--- src/rtl/dma_bus.sv ---
// Two-master, two-slave shared bus with a non-preemptive arbiter.
// Master 0 owns the bus by default; read data returns one cycle after select.
module dma_bus (
    input  logic        Clk,
    input  logic        reset_n,
    input  logic        M0_req,
    input  logic        M0_wr,
    input  logic [7:0]  M0_address,
    input  logic [31:0] M0_dout,
    output logic        M0_grant,
    input  logic        M1_req,
    input  logic        M1_wr,
    input  logic [7:0]  M1_address,
    input  logic [31:0] M1_dout,
    output logic        M1_grant,
    output logic [31:0] M_din,
    output logic        S0_sel,
    output logic        S1_sel,
    output logic        S_wr,
    output logic [7:0]  S_address,
    output logic [31:0] S_din,
    input  logic [31:0] S0_dout,
    input  logic [31:0] S1_dout
);

    typedef enum logic {
        GRANT_M0 = 1'b0,
        GRANT_M1 = 1'b1
    } state_e;

    state_e      state_q, state_d;
    logic [1:0]  rsel_q, rsel_d;
    logic        g_req;
    logic        g_wr;

    always_ff @(posedge Clk or negedge reset_n) begin
        if (!reset_n) begin
            state_q <= GRANT_M0;
            rsel_q  <= 2'b00;
        end else begin
            state_q <= state_d;
            rsel_q  <= rsel_d;
        end
    end

    // The owner keeps the bus for as long as it holds req.
    always_comb begin
        state_d = state_q;
        unique case (state_q)
            GRANT_M0: if (!M0_req && M1_req) state_d = GRANT_M1;
            GRANT_M1: if (!M1_req)           state_d = GRANT_M0;
            default:                         state_d = GRANT_M0;
        endcase
    end

    assign M0_grant = (state_q == GRANT_M0);
    assign M1_grant = (state_q == GRANT_M1);

    always_comb begin
        g_req     = M0_req;
        g_wr      = M0_wr;
        S_address = M0_address;
        S_din     = M0_dout;
        if (state_q == GRANT_M1) begin
            g_req     = M1_req;
            g_wr      = M1_wr;
            S_address = M1_address;
            S_din     = M1_dout;
        end
    end

    // Unmapped addresses select nothing, so writes there vanish.
    assign S0_sel = g_req && (S_address[7:5] == 3'b000);
    assign S1_sel = g_req && (S_address[7:5] == 3'b001);
    assign S_wr   = g_wr && g_req;
    assign rsel_d = {S1_sel, S0_sel};

    always_comb begin
        M_din = 32'h0;
        case (rsel_q)
            2'b01:   M_din = S0_dout;
            2'b10:   M_din = S1_dout;
            default: M_din = 32'h0;
        endcase
    end

endmodule
--- config.mk ---
export PLATFORM = sky130hd
export DESIGN_NAME = dma_bus
export DESIGN_NICKNAME = d
export VERILOG_FILES = /design/src/rtl/dma_bus.sv
export SDC_FILE = /design/constraint.sdc
export NUM_CORES = 1
export LEC_CHECK = 0
export BUFFER_PORTS_ARGS = -buffer_cell sky130_fd_sc_hd__buf_4
export CAP_MARGIN = 20
export CORE_AREA = 3 3 87 89
export DETAILED_ROUTE_END_ITERATION = 6
export DIE_AREA = 0 0 90 92
export PLACE_DENSITY = 0.52
export SYNTH_ARGS = -nofsm -noshare
export SYNTH_HDL_FRONTEND = slang
export SYNTH_SLANG_ARGS = --single-unit
--- constraint.sdc ---
create_clock -name Clk -period 3.8 [get_ports Clk]
set_clock_uncertainty 0.05 [all_clocks]
set_input_delay 0.57 -clock Clk [delete_from_list [all_inputs] [get_ports Clk]]
set_output_delay 0.57 -clock Clk [all_outputs]
set_load 0.02 [all_outputs]
## Word level (Yosys, flattened, before mapping)

Cells that the tools add are included.

- $add $sub $neg: 0
- $mul: 0
- Div/mod/pow operators: 0
- $lt $le $gt $ge: 0
- Equality and inequality tests: 3
- Shift operators: 0
- Mux-type cells: 8
- Bitwise logic cells: 1
- Reductions and logical operators: 6

Operators with widths:

| cell | count |
|---|---|
| case mux 32 bit (2 select lines) | 1 |
| 2-to-1 mux 32 bit | 1 |
| 2-to-1 mux 8 bit | 1 |
| logical AND 1 bit | 4 |
| 2-to-1 mux 1 bit | 4 |
| equality test 3 x 1 -> 1 bit (second input constant) | 1 |
| logical NOT 3 bit | 1 |
| equality test 2 x 1 -> 1 bit (second input constant) | 1 |
| equality test 2 bit (second input constant) | 1 |
| case mux 1 bit (2 select lines) | 1 |
| logical NOT 1 bit | 1 |
| inverter 1 bit | 1 |

- Flip-flop bits (word level): 3
- Bits in latches: 0
- Memory bits (writable): 0
- Bits in read-only memories: 0
- Bits of input ports: 150
- Output and inout bits: 77
- Word-level logic and storage cells: 20
- Memories kept: 0

## Logic depth before layout (Yosys ltp)

- Word-level depth: 4
- Mapped depth: 5

## Worst setup path after synthesis

OpenSTA, ideal clock, no wires.

- Path kind: register to output
- Start point: register state_q (netlist: M1_grant)
- End point: output port S0_sel
- Arrival: 1.535 ns
- Required time: 3.180 ns
- Slack: 1.645 ns
- Cell stages (with the launch flop): 4
- Path buffers: 1
- Path through: dfrtp_1 -> buf_6 -> or4b_1 -> a21oi_1

- Cells in the longest elaborated chain, start to end: 3

RTL lines:

| what | line | RTL |
|---|---|---|
| start: declaration | 31 | `state_e state_q, state_d;` |
| start signal: assignment | 41 | `state_q <= state_d;` |
| 2-to-1 mux 8 bit | 64 | `if (state_q == GRANT_M1) begin` |
| logical NOT 3 bit | 73 | `assign S0_sel = g_req && (S_address[7:5] == 3'b000);` |
| logical AND 1 bit * | 73 |  |
| end: declaration | 17 | `output logic S0_sel,` |

Mark *: on every way between the ends. The rest lies on a longest branch, timed or not.

## Worst setup path after layout

- Start point: register state_q (netlist: M1_grant)
- End point: output port S_din[17]

- Cells in the longest elaborated chain, start to end: 1

RTL lines:

| what | line | RTL |
|---|---|---|
| 2-to-1 mux 32 bit | 64 |  |
| end: declaration | 21 | `output logic [31:0] S_din,` |

No other way between the ends.

==> impl_results.md <==
- Outcome: completed
- Vias in the first global route: 1,899
- CP required: 3.18 ns
- Worst-margin pin slew: 0.9904 ns
- Clock Pin Slew Worst Setup and Hold Paths: 0.03 ns
- Met1 usage: 0.1377
- Met2 usage: 0.2676
- Syn_area_per_cell: about 7.8 um^2
- Final Critical Period: 2.761 ns
- Distinct cell type count after synthesis: 17
- Antenna violations before repair: 0
- Hold Path Class: input pin to asynchronous set/reset pin
- Crit path DAT: 2.14 ns
- Flop2flop setup slack: 1.98 ns
- Worst-Skew Late Latency: 0.21 ns
- DR vias/cell: between 4 and 5
- Design area: 2861 um^2
- Worst flop-to-flop path endpoint: rsel_q[0]
- Global-route wire length before repair: 9.404 mm
- Synth Cell Area: 1042 um^2
- Die Span Y: 92 um
- Most common cell after layout, fill and taps aside: buf_4
- Clock root cell: clkbuf_8
- Clock sink count: 3
- Startpoint types: flip-flop
- Worst IR Drop VDD: 78.60 uV
- Met3 Resource Use GR: 0.05660
- GR peak layer: met2
- Yosys warning total: 0
- 1st-iter DRT viols: 32
- Die area: between 8000 and 9000 um^2
- Max Clk Rate: 0.3622 GHz
- Critical path origin: M1_grant
- Final net count: just over 500
- Drt pass-1 iters: 4
- Row Count: 30
- Filler Cells Inserted: 732
- Final Cycle Share: 0.7265
- Adder-Cell Fraction of Synth Area: 0.02401
- Worst r2r src: M1_grant
- Cells after Synth: roughly 130
- ANT cells: 0
- Post-synthesis simple-gate area fraction: 0.1441
- Share of layout cells above drive strength 1: 0.7705
- Max-cap viol count: 0
- CP Class: flip-flop to output port
- # Post-CTS Setup Buffers: 0
- CTS hold repair buffers: 0
- Gr usage total: 0.1364
- Synth Area in XOR/XNOR: 0
- DIE WIDTH: 90 um
- Power per cell area: 159.6 nW/um^2
- Core ar.: approximately 6800 um^2
- FF+latch count, synth: 3
- RSZ-0062 raised after global routing: false
- Setup tns final: 0 ns
- Largest net degree at the start of global routing: 33
- WL/cell: 14.06 um
- Critical path fanouts, max: 28
- Compound-Gate Fraction of Synth Area: 0.2545
- Main combinational cell family by area after synthesis: multiplexers
- CP endpoint kind: output port
- FF+latch area: 75.07 um^2
- Leakage: roughly 1.4 nW
- Post-route ant nets: 0
- Routed via count: around 1,900
- Path depth of the worst reg2reg path: 2
- Area Overhead vs Synth: 174.5%
- Hpwl dp: 5.368 mm
- Max_slew headroom: 0.3397
- Mux cell area share after synthesis: 0.4322
- Final setup viols: 0
- Port bufs: 226
- Top-level I/O count: 227
- Syn nets: 286
- Final Hold Vio Count: 0
- Placed Area: 2816 um^2
- Residual DRC: 0
- CTS Buf Count: 3
- Final GP Congestion: 0.7289
- CTS tree: built
- Final wirelength: roughly 6.3 mm
- Clock Path Buffers: 2
- Most frequent cells in the layout: buf_4 (229), mux2_2 (40), a22oi_1 (32), nor2_1 (32)
- Max H-tree Level: 1
- Max-slew violations: 0
- CTS resizes: 0
- Starting Density: 0.1526
- Multi-input gate area: roughly 890 um^2
- GRT overflow: 0
- Seq/Total Area, Yosys: 0.07203
[where the power goes]
part | switching (mW) | total (mW) | internal (mW) | leakage (nW)
clock | 0.0208 | 0.0923 | 0.0715 | 0.0228
sequential | 0.00694 | 0.0405 | 0.0335 | 0.0399
combinational | 0.130 | 0.324 | 0.194 | 1.36
total | 0.158 | 0.457 | 0.299 | 1.42
[per-stage QoR]
stage / power (mW) / util / worst slack (ns) / hold WS (ns) / instances
after global placement: 0.3665 / 0.4123 / 1.267 / 0.3125 / 445
after floorplan: 0.1759 / - / 1.645 / 0.2244 / 134
after global routing: 0.4867 / 0.4189 / 0.8829 / 0.08638 / 449
final: 0.4567 / 0.4189 / 1.039 / 0.09072 / 449
after CTS: 0.4640 / 0.4189 / 1.020 / 0.08349 / 449
after detailed placement: 0.3681 / 0.4123 / 1.258 / 0.3123 / 445
[registers in the layout, summed over array words and instances, names as in the netlist]
name and flops:
rsel_q 2, M1_grant 1
[how the worst max path moves through the flow]
stage	to	slack (ns)
CTS	S_din[17]	1.02
finish	S_din[17]	1.04
global placement	S_din[13]	1.27
floorplan	S0_sel	1.65
detailed placement	S_din[17]	1.26
global route	S_din[6]	0.88
[synth_stat cells]
library cell / number / area share
inv_1: 3 / 0.011
dfrtp_1: 3 / 0.072
a21oi_1: 1 / 0.0048
a21boi_1: 1 / 0.0072
ha_1: 2 / 0.024
o21ai_0: 1 / 0.0048
mux2_2: 40 / 0.43
or4b_1: 1 / 0.0096
or4bb_1: 1 / 0.011
a22oi_1: 32 / 0.23
clkbuf_1: 9 / 0.032
a21boi_0: 1 / 0.0072
buf_2: 4 / 0.019
nand2_1: 1 / 0.0036
nand3_1: 1 / 0.0048
buf_6: 1 / 0.011
nor2_1: 32 / 0.12
[layer usage]
layer / vias up / wire length [um]
li1: 938 / -
met1: 831 / 1974
met2: 120 / 3505
met3: 0 / 832
met4: 0 / 0
met5: - / 0
[area by class of cell]
class | instances | area share
sequential | 3 | 0.02624
multi-input combinational | 114 | 0.3113
tap | 96 | 0.04198
timing repair buffer | 229 | 0.6008
inverter | 3 | 0.003935
clock buffer | 4 | 0.01574
[critical path: stages, from the launching register on]
cell	delay, ns
dfrtp_1	0.98
buf_4	0.40
mux2_2	0.37
buf_4	0.16
[cells by family after synthesis]
| family | after synthesis |
|---|---|
| AOI/OAI and AO/OA | 36 |
| adders and majority gates | 2 |
| muxes | 40 |
| buffers and inverters | 17 |
| DFF | 3 |
| and+or+nand+nor | 36 |
Power figures use the tool's default switching activity.
